`config.mk`:
```
export PLATFORM = sky130hd
export DESIGN_NAME = bus_cycle_controller
export DESIGN_NICKNAME = d
export VERILOG_FILES = /design/src/rtl/bus_cycle_controller.sv
export SDC_FILE = /design/constraint.sdc
export NUM_CORES = 1
export LEC_CHECK = 0
export BUFFER_PORTS_ARGS = -buffer_cell sky130_fd_sc_hd__clkbuf_2
export CAP_MARGIN = 0
export CORE_ASPECT_RATIO = 0.6
export CORE_MARGIN = 1
export CORE_UTILIZATION = 52
export DETAILED_ROUTE_END_ITERATION = 10
export PLACE_DENSITY = 0.79
export SETUP_SLACK_MARGIN = 0.2
export SYNTH_ARGS = -nofsm -noshare
export SYNTH_HDL_FRONTEND = slang
export SYNTH_SLANG_ARGS = --single-unit
```
`constraint.sdc`:
```
create_clock -name MCLK_IN -period 2.3 [get_ports MCLK_IN]
set_input_delay 0.345 -clock MCLK_IN [delete_from_list [all_inputs] [get_ports MCLK_IN]]
set_output_delay 0.345 -clock MCLK_IN [all_outputs]
set_load 0.05 [all_outputs]
```
`src/rtl/bus_cycle_controller.sv`:
```
// bus_cycle_controller: 68000 bus-cycle controller. Decodes each CPU cycle
// into a chip select, counts per-region wait states, and answers with DTACK,
// or with DTERROR on a decode miss or a ready timeout. It can optionally hold
// each cycle until a single-step pulse arrives.
module bus_cycle_controller #(
   parameter int                              NUM_REGIONS  = 4,
   parameter int                              ADDR_WIDTH   = 24,
   parameter logic [NUM_REGIONS*ADDR_WIDTH-1:0] REGION_BASE =
      {24'hC00000, 24'h100000, 24'h080000, 24'h000000},
   parameter logic [NUM_REGIONS*ADDR_WIDTH-1:0] REGION_MASK = {4{24'hF80000}},
   parameter logic [NUM_REGIONS*4-1:0]        REGION_WAIT  = {4'd1, 4'd0, 4'd0, 4'd2},
   parameter logic [NUM_REGIONS-1:0]          REGION_EXT   = 4'b1000,
   parameter int                              BERR_TIMEOUT = 64
) (
   input  logic                   MCLK_IN,
   input  logic                   RESET_IN,
   input  logic                   AS_IN,
   input  logic                   WR_IN,
   input  logic                   UDS_IN,
   input  logic                   LDS_IN,
   input  logic [ADDR_WIDTH-1:0]  ADDR_IN,
   input  logic                   STEPEN_IN,
   input  logic                   STEP_IN,
   input  logic [NUM_REGIONS-1:0] EXT_READY_IN,
   output logic [NUM_REGIONS-1:0] CS,
   output logic                   OE,
   output logic                   WE_U,
   output logic                   WE_L,
   output logic                   DTACK,
   output logic                   DTERROR,
   output logic                   BUSY,
   output logic [2:0]             HIT_INDEX
);

   localparam int TW = $clog2(BERR_TIMEOUT);
   localparam logic [TW-1:0] T_LIMIT = TW'(BERR_TIMEOUT - 1);

   typedef enum logic [2:0] {S_IDLE, S_DECODE, S_WAIT, S_STEPHOLD, S_ACK, S_ERROR} state_t;

   state_t                 r_state;
   logic                   r_as_s1, r_as_s;
   logic                   r_step_s1, r_step_s, r_step_d;
   logic [NUM_REGIONS-1:0] r_cs;
   logic                   r_oe, r_we_u, r_we_l, r_dtack, r_dterror;
   logic [2:0]             r_hit_index;
   logic [3:0]             r_wcnt;
   logic [TW-1:0]          r_tcnt;
   logic                   r_need_ext;

   logic                   w_hit;
   logic [2:0]             w_hit_idx;
   logic [NUM_REGIONS-1:0] w_hit_cs;
   logic [3:0]             w_hit_wait;
   logic                   w_hit_ext;
   logic                   w_ready;
   logic                   w_step_rise;

   // Address decode; scanning downward lets the lowest hitting region win.
   always_comb begin
      w_hit      = 1'b0;
      w_hit_idx  = 3'd0;
      w_hit_cs   = '0;
      w_hit_wait = 4'd0;
      w_hit_ext  = 1'b0;
      for (int i = NUM_REGIONS - 1; i >= 0; i--) begin
         if ((ADDR_IN & REGION_MASK[i*ADDR_WIDTH +: ADDR_WIDTH]) ==
             REGION_BASE[i*ADDR_WIDTH +: ADDR_WIDTH]) begin
            w_hit       = 1'b1;
            w_hit_idx   = 3'(i);
            w_hit_cs    = '0;
            w_hit_cs[i] = 1'b1;
            w_hit_wait  = REGION_WAIT[i*4 +: 4];
            w_hit_ext   = REGION_EXT[i];
         end
      end
   end

   // The registered one-hot CS selects the matching external ready line.
   assign w_ready     = ~r_need_ext | (|(EXT_READY_IN & r_cs));
   assign w_step_rise = r_step_s & ~r_step_d;

   // Synchronizers, bus-cycle FSM and registered strobes.
   always_ff @(posedge MCLK_IN) begin
      if (RESET_IN) begin
         r_state     <= S_IDLE;
         r_as_s1     <= 1'b0;
         r_as_s      <= 1'b0;
         r_step_s1   <= 1'b0;
         r_step_s    <= 1'b0;
         r_step_d    <= 1'b0;
         r_cs        <= '0;
         r_oe        <= 1'b0;
         r_we_u      <= 1'b0;
         r_we_l      <= 1'b0;
         r_dtack     <= 1'b0;
         r_dterror   <= 1'b0;
         r_hit_index <= 3'd0;
         r_wcnt      <= 4'd0;
         r_tcnt      <= '0;
         r_need_ext  <= 1'b0;
      end else begin
         r_as_s1   <= AS_IN;
         r_as_s    <= r_as_s1;
         r_step_s1 <= STEP_IN;
         r_step_s  <= r_step_s1;
         r_step_d  <= r_step_s;
         case (r_state)
            S_IDLE: begin
               if (r_as_s) r_state <= S_DECODE;
            end
            S_DECODE: begin
               if (!r_as_s) begin
                  r_cs <= '0; r_oe <= 1'b0; r_we_u <= 1'b0; r_we_l <= 1'b0;
                  r_state <= S_IDLE;
               end else if (w_hit) begin
                  r_cs        <= w_hit_cs;
                  r_oe        <= ~WR_IN;
                  r_we_u      <= WR_IN & UDS_IN;
                  r_we_l      <= WR_IN & LDS_IN;
                  r_wcnt      <= w_hit_wait;
                  r_tcnt      <= '0;
                  r_hit_index <= w_hit_idx;
                  r_need_ext  <= w_hit_ext;
                  r_state     <= S_WAIT;
               end else begin
                  r_cs        <= '0;
                  r_hit_index <= 3'd7;
                  r_dterror   <= 1'b1;
                  r_state     <= S_ERROR;
               end
            end
            S_WAIT: begin
               if (!r_as_s) begin
                  r_cs <= '0; r_oe <= 1'b0; r_we_u <= 1'b0; r_we_l <= 1'b0;
                  r_state <= S_IDLE;
               end else begin
                  if (r_tcnt != '1)    r_tcnt <= r_tcnt + TW'(1);
                  if (r_wcnt != 4'd0)  r_wcnt <= r_wcnt - 4'd1;
                  // Timeout wins over a ready arriving in the same cycle.
                  if (r_tcnt == T_LIMIT) begin
                     r_cs <= '0; r_oe <= 1'b0; r_we_u <= 1'b0; r_we_l <= 1'b0;
                     r_dterror <= 1'b1;
                     r_state   <= S_ERROR;
                  end else if (r_wcnt == 4'd0 && w_ready) begin
                     if (STEPEN_IN) begin
                        r_state <= S_STEPHOLD;
                     end else begin
                        r_dtack <= 1'b1;
                        r_state <= S_ACK;
                     end
                  end
               end
            end
            S_STEPHOLD: begin
               // tcnt is not touched here, so a held cycle never times out.
               if (!r_as_s) begin
                  r_cs <= '0; r_oe <= 1'b0; r_we_u <= 1'b0; r_we_l <= 1'b0;
                  r_state <= S_IDLE;
               end else if (w_step_rise || !STEPEN_IN) begin
                  r_dtack <= 1'b1;
                  r_state <= S_ACK;
               end
            end
            S_ACK, S_ERROR: begin
               if (!r_as_s) begin
                  r_cs <= '0; r_oe <= 1'b0; r_we_u <= 1'b0; r_we_l <= 1'b0;
                  r_dtack <= 1'b0; r_dterror <= 1'b0;
                  r_state <= S_IDLE;
               end
            end
            default: r_state <= S_IDLE;
         endcase
      end
   end

   assign CS        = r_cs;
   assign OE        = r_oe;
   assign WE_U      = r_we_u;
   assign WE_L      = r_we_l;
   assign DTACK     = r_dtack;
   assign DTERROR   = r_dterror;
   assign BUSY      = (r_state != S_IDLE);
   assign HIT_INDEX = r_hit_index;

endmodule
```
## Word-level counts from Yosys, hierarchy flattened

Cells that the tools add are included.
Widths: inputs -> output; s select.

- Multiplexer cells: 71
- Bitwise logic cells: 8
- Reductions and logical operators: 24
- Equality and inequality tests: 29
- $add $sub $neg: 2

Operators with widths:

| operator | number |
|---|---|
| $mux 4 | 15 |
| $mux 3 | 13 |
| $ne 2x2->1 const B | 15 |
| $mux 1 | 28 |
| $logic_not 24->1 | 1 |
| $mux 6 | 4 |
| $pmux 1 s3 | 5 |
| $pmux 3 s5 | 1 |
| $pmux 4 s3 | 1 |
| $pmux 6 s2 | 1 |
| $reduce_bool 3->1 | 4 |
| $reduce_and 5->1 | 2 |
| $ne 3x3->1 const B | 3 |
| $pmux 4 s2 | 1 |
| $reduce_and 4->1 | 2 |
| $reduce_and 8->1 | 1 |
| $add 6x1->6 const B | 1 |
| $eq 3x2->1 const B | 2 |
| $eq 3x3->1 const B | 2 |
| $eq 6x6->1 const B | 1 |
| $ne 6x6->1 const B | 1 |
| $reduce_and 3->1 | 2 |
| $reduce_and 6->1 | 1 |
| $eq 5x1->1 const B | 1 |
| 21 further kinds | 26 |

- Bits of input ports: 36
- Output and inout port bits: 13
- Word-level logic and storage cells: 150
- Register bits: 31

## Depth between registers and ports, before layout

- Depth after elaboration: 8
- Depth in mapped cells: 8
- Mapped depth without buffers: 7

## Worst setup path before layout

Ideal clock, no wire load.

- Kind: register to register
- From: register r_state[1]
- To: register r_state[0]
- Path buffers: 1
- Setup slack: 362 ps
- Required time: 2179 ps
- Clock period less this slack: 1938 ps
- Arrival time: 1817 ps
- Cell stages (with the launch flop): 6
- Setup time: 121 ps
- Cell sequence: dfxtp_1 > buf_6 > inv_1 > nand3_1 > o221ai_4 > mux2_4

- Longest elaborated chain between the ends: 4
- Elaborated cells on any way between the ends: 13
- Classes of those cells: 9 x eq/ne; 1 x mux; 3 x reduce/logical

RTL lines:

| what | line | text |
|---|---|---|
| start, declared | 40 | `state_t r_state;` |
| start signal, assigned | 85 | `r_state <= S_IDLE;` |
| start signal, assigned | 109 | `if (r_as_s) r_state <= S_DECODE;` |
| start signal, assigned | 114 | `r_state <= S_IDLE;` |
| $eq 3x3->1 | 107 | `case (r_state)` |
| $reduce_or 2->1 | 107 |  |
| $ne 2x2->1 (no line) | -- |  |
| $reduce_and 4->1 (no line) | -- |  |

Several ways; a longest one is shown, not always the timed one.
A chain may end at the register's enable or synchronous reset.

## Final worst setup path

- From: register r_state[0]
- To: output port BUSY

- Longest elaborated chain between the ends: 1

RTL lines:

| what | line | text |
|---|---|---|
| $reduce_bool 3->1 | 182 | `assign BUSY = (r_state != S_IDLE);` |
| end, declared | 31 | `output logic BUSY,` |

No other way between the ends.

==> metrics.cfg <==
[synth]
ys_types = 53
synth_area_um2 = 1790
ys_seq_area_share_pct = 34.7
syn-instance-count = 203
synth-main-ff-cell = dfxtp_1
synth_edf_count = 0
avgSynthCellArea_um2 = 8.82
synth_top_cell_by_area = dfxtp_1
syn-num-nets = 245
ys_seq_elements = 31
yosys-top-cells-area = dfxtp_1, a21oi_1, ha_1
async_flop_share_pct = 0
ys.warnings.count = 0
synth_top_area_share_pct = 34.7

[floorplanning]
coreArea_um2 = 3260
rows = 16
initial_utilization_pct = 54.9
ios = 49
dieArea_um2 = 3690
die_y_um = 47.5
die_x_um = 77.8

[clock_tree]
post_cts_buffers = 0
clkTransAtPathRegs_ps = 60
clockBufferDepth = 2
htree_num_levels = 2
cts_tree = built
cts_buffers = 5
cts-root-buf = clkbuf_8
clock_latency_ps = 280
cts_sinks = 31
hold_buffers = 0
post_cts_resized = 0

[outcome]
status = complete, no violations

[power_and_ir_drop]
powerDensity_nw_per_um2 = 589
p_leak_nw = 0.761
irDropWorstVdd_mv = 0.379
total_power_w = 0.00121

[routing]
drt_iter0_markers = 170
ant_nets = 0
drtPass1Iterations = 4
vias = 1619
viasPerCell = 5.78
drc = 0
wl_per_cell_um = 14.5
drt_wl_total_mm = 4.07

[final_layout]
diodes = 0
layout-drive-gt1-share_pct = 23.0
stdcell_count = 280
nets = 276
layout_commonest_cell = dfxtp_1
area_delta_synth_final_pct = 14.3
layout.cells.most_common_list = dfxtp_1, clkbuf_2, nand2_1, a21oi_1, nor2_1

[global_route]
gr-total-overflow = 0
grt_max_degree = 22
grt_usage_pct = 23.6
grt_antenna_before_repair = 0
grt_pass1_wl_mm = 6.38
grt_pass1_vias = 1303

[place]
place.gp.congestion = 0.892
io_buffer_count = 29
dpl.cell_count = 272
dp_hpwl_mm = 3.09

[job]
maxCapViolCount = 0

[sta]
fin_crit_sh_pct = 85.1
hold_violations = 0
clock_skew_ps = 3.34
relSlewSlack_pct = 51.7
finalSetupViolations = 0
finalMaxSlewViolations = 0
worst_slew_pin_slew_ps = 719
fmax_mhz = 511
period_minus_slack_ps = 1960
rsz0062_at_grt = no
setup-tns-final_ps = 0

[worst_setup_path]
worstSetupEndpointType = output port
cp.required_ps = 1960
cp.arrival_ps = 1610
r2r-start = r_state[2]$_SDFFE_PP0P_
critPathMaxFanout = 11
cp-start-kind = register
worstSetupPathType = reg2out
timing.rr.end = WE_L$_SDFFE_PP0P_
rrSetupSlack_ps = 400
r2r.worst_path.cells = 5

[worst_hold_path]
min_path_cells = 2
hp-class = in2reg
min-delay-start = AS_IN
min_to = r_as_s1$_SDFF_PP0_

sequential cells by signal, summed over array words and instances (netlist names), 3 cells and up:
name	cells
r_tcnt	6
HIT_INDEX	3
r_state	3
CS	4
r_wcnt	4
Yosys cell counts (2+ instances only):
| cell | number |
|---|---|
| dfxtp_1 | 31 |
| nand2_1 | 20 |
| a21oi_1 | 15 |
| nor2_1 | 14 |
| nand2b_1 | 9 |
| nor3_1 | 9 |
| inv_1 | 8 |
| a211oi_1 | 7 |
| nand3_1 | 7 |
| ha_1 | 6 |
| mux2i_1 | 5 |
| nor2b_1 | 5 |
| o21ai_1 | 5 |
| and3_1 | 4 |
| o21a_1 | 4 |
| clkbuf_1 | 3 |
| nor4_1 | 3 |
| a21oi_2 | 2 |
| a311oi_1 | 2 |
| a31oi_1 | 2 |
| and2b_1 | 2 |
| buf_4 | 2 |
| inv_2 | 2 |
| mux2_4 | 2 |
| nand4_1 | 2 |
| nor3b_1 | 2 |
| o211a_1 | 2 |
| o21ai_0 | 2 |
| o21bai_1 | 2 |
how the worst max path moves through the flow:
stage / start / end / slack [ps]
after global routing: r_state[2]$_SDFFE_PP0P_ / WE_L$_SDFFE_PP0P_ / 250
final: r_state[0]$_SDFFE_PP0P_ / BUSY / 340
after floorplan: r_state[1]$_SDFFE_PP0P_ / r_state[0]$_SDFFE_PP0P_ / 360
after CTS: r_state[0]$_SDFFE_PP0P_ / BUSY / 350
after global placement: EXT_READY_IN[0] / r_state[1]$_SDFFE_PP0P_ / 460
after detailed placement: r_state[2]$_SDFFE_PP0P_ / WE_U$_SDFFE_PP0P_ / 430
through the flow:
| stage | util [%] | worst slack, ps | instance area (um2) | hold slack, ps |
|---|---|---|---|---|
| floorplan | - | 362 | 1790 | 414 |
| global placement | 60.2 | 459 | 1970 | 425 |
| detailed placement | 60.2 | 425 | 1970 | 429 |
| CTS | 62.7 | 352 | 2050 | 268 |
| global route | 62.7 | 247 | 2050 | 266 |
| finish | 62.7 | 344 | 2050 | 269 |
routing by layer:
layer	vias to the layer above	wire length [um]	GRT usage, %
met1	734	2100	35.1
li1	813	-	-
met3	7	296	5.90
met5	-	0	0
met4	0	51	9.06
met2	65	1630	32.6
cell families after synthesis:
| logic type | count (synthesis) | share of synthesized area [%] |
|---|---|---|
| flip-flops | 31 | 34.7 |
| AND/OR/NAND/NOR | 86 | 27.3 |
| AO/OA/AOI/OAI | 55 | 24.5 |
| buffers and inverters | 17 | 4.40 |
| XOR/XNOR | 1 | 0.489 |
| multiplexers | 7 | 4.47 |
| adder cells (fa/ha/maj) | 6 | 4.19 |
worst max-delay path, stage by stage (launching register included):
cell	delay, ps
dfxtp_1	610
inv_2	160
nand3_1	230
clkbuf_2	320
where the power goes:
part | internal (W) | switching [W]
sequential | 0.000551 | 0.0000260
combinational | 0.0000847 | 0.000139
clock | 0.000212 | 0.000194
total | 0.000847 | 0.000359
cell type report:
type / instances / area, um2
clock inverter: 1 / 5.00
inverter: 10 / 37.5
sequential: 31 / 621
fill: 282 / 1220
tap: 45 / 56.3
multi-input combinational: 155 / 1090
timing repair buffer: 31 / 160
clock buffer: 7 / 76.3
Power figures use the tool's default switching activity.
